<file path="src/rtl/mem_access_unit.sv">
// Sequential load/store bridge: serializes 32-bit MIPS data accesses into big-endian
// single-byte memory cycles and returns the assembled, extended load result.
module mem_access_unit #(
  parameter int unsigned DATA_WIDTH     = 8,
  parameter int unsigned MEMORY_SIZE    = 16384,
  parameter int unsigned ADDRESS_LENGTH = $clog2(MEMORY_SIZE)
) (
  input  logic                      clk,
  input  logic                      rst_n,
  input  logic                      req,
  input  logic                      we,
  input  logic [1:0]                size,
  input  logic                      sign_ext,
  input  logic [31:0]               address,
  input  logic [31:0]               data_in,
  output logic                      ready,
  output logic                      done,
  output logic                      err,
  output logic [31:0]               data_out,
  output logic [ADDRESS_LENGTH-1:0] mem_address,
  output logic [DATA_WIDTH-1:0]     mem_data_in,
  output logic                      mem_we,
  input  logic [DATA_WIDTH-1:0]     mem_data_out
);

  typedef enum logic [1:0] {StIdle, StXfer, StResp} state_e;

  state_e                    state_q, state_d;
  logic                      we_q, we_d;
  logic [1:0]                size_q, size_d;
  logic                      sext_q, sext_d;
  logic [ADDRESS_LENGTH-1:0] addr_q, addr_d;
  logic [31:0]               wdata_q, wdata_d;
  logic [1:0]                k_q, k_d;
  logic                      err_q, err_d;
  logic [31:0]               acc_q, acc_d;
  logic [31:0]               data_out_q, data_out_d;

  logic       req_err;
  logic [1:0] last_k;
  logic [1:0] byte_sel;

  // Range check compares only the bits above the memory address width.
  assign req_err = (size == 2'b11) ||
                   (size == 2'b01 && address[0]) ||
                   (size == 2'b10 && (|address[1:0])) ||
                   (|address[31:ADDRESS_LENGTH]);

  assign last_k   = (size_q == 2'b00) ? 2'd0 : (size_q == 2'b01) ? 2'd1 : 2'd3;
  assign byte_sel = last_k - k_q;
  assign data_out = data_out_q;

  function automatic logic [31:0] extend(input logic [31:0] v, input logic [1:0] sz,
                                         input logic sx);
    logic [31:0] r;
    unique case (sz)
      2'b00:   r = {{24{sx & v[7]}}, v[7:0]};
      2'b01:   r = {{16{sx & v[15]}}, v[15:0]};
      default: r = v;
    endcase
    return r;
  endfunction

  always_comb begin
    state_d     = state_q;
    we_d        = we_q;
    size_d      = size_q;
    sext_d      = sext_q;
    addr_d      = addr_q;
    wdata_d     = wdata_q;
    k_d         = k_q;
    err_d       = err_q;
    acc_d       = acc_q;
    data_out_d  = data_out_q;
    ready       = 1'b0;
    done        = 1'b0;
    err         = 1'b0;
    mem_we      = 1'b0;
    mem_address = '0;
    mem_data_in = '0;
    unique case (state_q)
      StIdle: begin
        ready = 1'b1;
        if (req) begin
          we_d    = we;
          size_d  = size;
          sext_d  = sign_ext;
          addr_d  = address[ADDRESS_LENGTH-1:0];
          wdata_d = data_in;
          k_d     = 2'd0;
          acc_d   = '0;
          err_d   = req_err;
          state_d = req_err ? StResp : StXfer;
        end
      end
      StXfer: begin
        mem_address = addr_q + {{(ADDRESS_LENGTH-2){1'b0}}, k_q};
        if (we_q) begin
          mem_we      = 1'b1;
          mem_data_in = wdata_q[DATA_WIDTH*byte_sel +: DATA_WIDTH];
        end else begin
          acc_d = {acc_q[31-DATA_WIDTH:0], mem_data_out};
        end
        k_d = k_q + 2'd1;
        if (k_q == last_k) begin
          state_d = StResp;
          // Result is published on entry to RESP so it is valid alongside done.
          if (!we_q) data_out_d = extend(acc_d, size_q, sext_q);
        end
      end
      StResp: begin
        done    = 1'b1;
        err     = err_q;
        state_d = StIdle;
      end
      default: state_d = StIdle;
    endcase
  end

  always_ff @(posedge clk or negedge rst_n) begin
    if (!rst_n) begin
      state_q    <= StIdle;
      we_q       <= 1'b0;
      size_q     <= 2'b00;
      sext_q     <= 1'b0;
      addr_q     <= '0;
      wdata_q    <= '0;
      k_q        <= 2'd0;
      err_q      <= 1'b0;
      acc_q      <= '0;
      data_out_q <= '0;
    end else begin
      state_q    <= state_d;
      we_q       <= we_d;
      size_q     <= size_d;
      sext_q     <= sext_d;
      addr_q     <= addr_d;
      wdata_q    <= wdata_d;
      k_q        <= k_d;
      err_q      <= err_d;
      acc_q      <= acc_d;
      data_out_q <= data_out_d;
    end
  end

endmodule

</file>
<file path="config.mk">
export PLATFORM = sky130hd
export DESIGN_NAME = mem_access_unit
export DESIGN_NICKNAME = d
export VERILOG_FILES = /design/src/rtl/mem_access_unit.sv
export SDC_FILE = /design/constraint.sdc
export NUM_CORES = 1
export LEC_CHECK = 0
export CORE_ASPECT_RATIO = 1.25
export CORE_UTILIZATION = 47
export CTS_BUF_LIST = sky130_fd_sc_hd__clkbuf_4 sky130_fd_sc_hd__clkbuf_8
export DETAILED_ROUTE_END_ITERATION = 10
export PLACE_DENSITY = 0.89
export RECOVER_POWER = 25
export SLEW_MARGIN = 20
export SYNTH_ARGS = -nofsm -noshare
export SYNTH_HDL_FRONTEND = slang
export SYNTH_SLANG_ARGS = --single-unit
</file>
<file path="constraint.sdc">
create_clock -name clk -period 4.27 [get_ports clk]
set_input_delay 0.854 -clock clk [delete_from_list [all_inputs] [get_ports clk]]
set_output_delay 0.854 -clock clk [all_outputs]
set_load 0.01 [all_outputs]
</file>
==> out/results.ini <==
[timing]
skew_ns=0.009497
slew-limit-headroom_pct=-27.87
setup_slack_ns=0.5522
finalCriticalPeriod_ns=3.718
final-max-slew-violation-count=78
worst_slew_pin_slew_ns=1.918
hold_violations=0
setup_viol=0
min_period_over_period_pct=87.07
rsz0062_at_grt=no
fmax_ghz=0.2690
hold_slack_ns=0.4944
fin_tns_setup_ns=0

[synth]
synth_top_family_by_area=multiplexers
muxShareOfSynthArea_pct=19.12
yosys.area_share.simple_pct=9.503
synth.cell_area_sq_um=5490
syn_avg_cell_area_sq_um=11.96
ys_async_sr_fraction_pct=100.0
yosysTopAreaCell=dfrtp_1
synth_adder_area_share_pct=1.048
syn_nets=542
ys_top_cells_by_area=dfrtp_1 (54%), mux2_2 (15%), mux2i_1 (4.6%)
synth-seq-area-share_pct=54.24
syn_inst=459
synth_compound_area_share_pct=10.69
synth-seq-cells=119
synth_warnings=0
synth.distinct_cells=42
synthXorXnorAreaFrac_pct=2.598
synth_top_area_share_pct=54.24
synth_edf_count=0
synth_ff_type=dfrtp_1

[power_and_ir_drop]
combPwrFrac_pct=13.5
power_frac_clock_pct=38.7
max-vdd-ir-drop_v=0.0002324
power.density_nw_per_um2=357.8
power_w=0.002639
switching_share_pct=25.53
p_leak_nw=3.062
seq_power_share_pct=47.8
power.switching_w=0.0006737
p_int_w=0.001965

[placed_design]
io_buffers=136
place_congestion=0.8232
dp_hpwl_um=9292
pre_cts_ws_ns=0.6641

[global_route]
grt_overflow_total=0
grt_util_all_layers_pct=23.20
grt_max_degree=78
grt_pass1_vias=4389
antenna_found_initial=0
grt_first_pass_wirelength_um=21380

[floorplanning]
ios=137
fp.coreArea_sq_um=11240
die_area_sq_um=12120
start_util_pct=48.83
fp.dieH_um=122.8
num_rows=43
die_w_um=98.67

[detailed_routing]
drc=0
via_per_inst=5.654
drtIter0Drc=232
wire_per_inst_um=17.84
drt-pass1-iter-count=4
routed_wl_um=13290
dr_total_vias=4212
antenna_left=0

[layout]
syn_to_final_growth_pct=34.32
final_core_util_pct=65.58
drive_gt1_share_pct=19.67
antenna_cells=0
nNetsFinal=680

[cts]
cts_root_buf=clkbuf_8
clock_sinks=119
post_cts_buffers=0
cts.repair.resized=0
clk-insertion-delay-late_ns=0.44
cts-buffers-inserted=17
cts_max_path_buffers=2
h-tree-depth=4
holdBufCountCts=0
cts_tree=built
cts.clk_slew.worst_paths_ns=0.07

[run_status]
violations=capacitance limit, slew limit
status=finished, violations left

[setup_path]
crit_required_ns=3.42
crit_chain=nor2_1 -> ha_1 -> xor2_4 -> buf_12 -> mux2i_1 -> o22ai_1 -> clkdlybuf4s50_1
cp.arrival_ns=2.86
crit_slowest_cell=clkdlybuf4s50_1
cpPeakStageDelay_ns=0.49
path_max_fanout=16
start_kind=flip-flop
critPathKind=reg -> out
cp_top_family=buffers and inverters
end_kind=primary output
cp.buffers_inverters=2

[flow_run]
max-cap-violations=1

[worst_hold_path]
hold_class=reg -> reg

## cell families after synthesis
family,count (synthesis)
DFF,119
and+or+nand+nor,111
muxes,96
AOI/OAI and AO/OA,88
buffers and inverters,29
xor gates and xnor gates,12
adders and majority gates,4
## state kept, by name, indices dropped and copies added (netlist names)
| signal | count |
|---|---|
| sext_q | 1 |
| wdata_q | 32 |
| we_q | 1 |
| acc_q | 32 |
| data_out | 32 |
| err_q | 1 |
| size_q | 2 |
| k_q | 2 |
| state_q | 2 |
| addr_q | 14 |
## power groups by stage
stage	Sequential, W	Clock (W)	Combinational, W
after floorplan	0.00126	0	0.000209
after global placement	0.00128	0	0.000332
after detailed placement	0.00128	0	0.000348
after CTS	0.00126	0.00103	0.000352
after global routing	0.00127	0.00108	0.000384
final	0.00126	0.00102	0.000356
## cells in the final DEF, fill, tap and decap left out, types with 2 or more instances in the layout
cell,Yosys,routed
clkdlybuf4s50_1,0,135
dfrtp_1,119,119
mux2_2,71,71
nor2_1,36,35
nand2_1,35,35
mux2i_1,25,25
a22o_1,23,23
a21oi_1,20,20
clkbuf_8,0,19
o21ai_0,18,18
xnor2_1,9,9
o22ai_1,8,8
o211ai_1,8,8
o21a_1,8,8
nor3_1,7,7
buf_4,1,7
nor4_1,6,6
nand3_1,5,5
nand4_1,4,4
and2_1,4,4
clkinv_4,0,4
nand2b_1,3,3
inv_1,3,3
nor2b_1,3,3
ha_1,3,3
clkinv_2,0,3
or3_1,2,2
clkinvlp_4,0,2
clkbuf_4,0,2
bufinv_16,0,2
buf_12,1,2
## routing by layer
layer	up-vias	global-route usage, %	share of wire, %
met1	2104	26.63	39
met3	34	6.891	5.8
met5	-	0	0
met4	0	11.94	3.2
li1	1928	-	-
met2	146	39.52	52
## final timing paths
| check | from | end | slack, ns | cells past startpoint |
|---|---|---|---|---|
| min in group asynchronous | rst_n | addr_q[8] | 0.92 | 1 |
| max in group asynchronous | rst_n | acc_q[20] | 2.09 | 2 |
| setup / recovery | size_q[0] | mem_data_in[3] | 0.55 | 7 |
| hold / removal | data_out[12] | data_out[12] | 0.49 | 1 |
| hold reg to reg | data_out[12] | data_out[12] | 0.49 | 1 |
| setup reg to reg | state_q[0] | data_out[23] | 1.85 | 5 |
## Yosys cell counts, types with 2 or more instances
cell      count
a22o_1       23
nand4_1       4
xnor2_1       9
nor3_1        7
o211ai_1      8
nand2b_1      3
mux2_2       71
clkbuf_1      8
o21a_1        8
o21ai_0      18
inv_1         3
nand3_1       5
nor2b_1       3
a21oi_1      20
mux2i_1      25
and2_1        4
or3_1         2
o22ai_1       8
ha_1          3
nand2_1      35
nor4_1        6
buf_2        13
nor2_1       36
dfrtp_1     119
## through the flow
| stage | instance area, sq um | instances |
|---|---|---|
| final | 7375 | 745 |
| after global routing | 7375 | 745 |
| after CTS | 7357 | 744 |
| after detailed placement | 6955 | 712 |
| after global placement | 6955 | 712 |
| after floorplan | 5490 | 459 |
## layout make-up
class	instances	area, sq um
fillers	785	3870
flip-flops and latches	119	2978
multi-input cells	311	2366
repair buffers	145	1449
clock buffers	21	276.5
well taps	135	168.9
clock inverters	11	125.1
inverters	3	11.26
No activity file was read; power rests on OpenSTA's default activity.
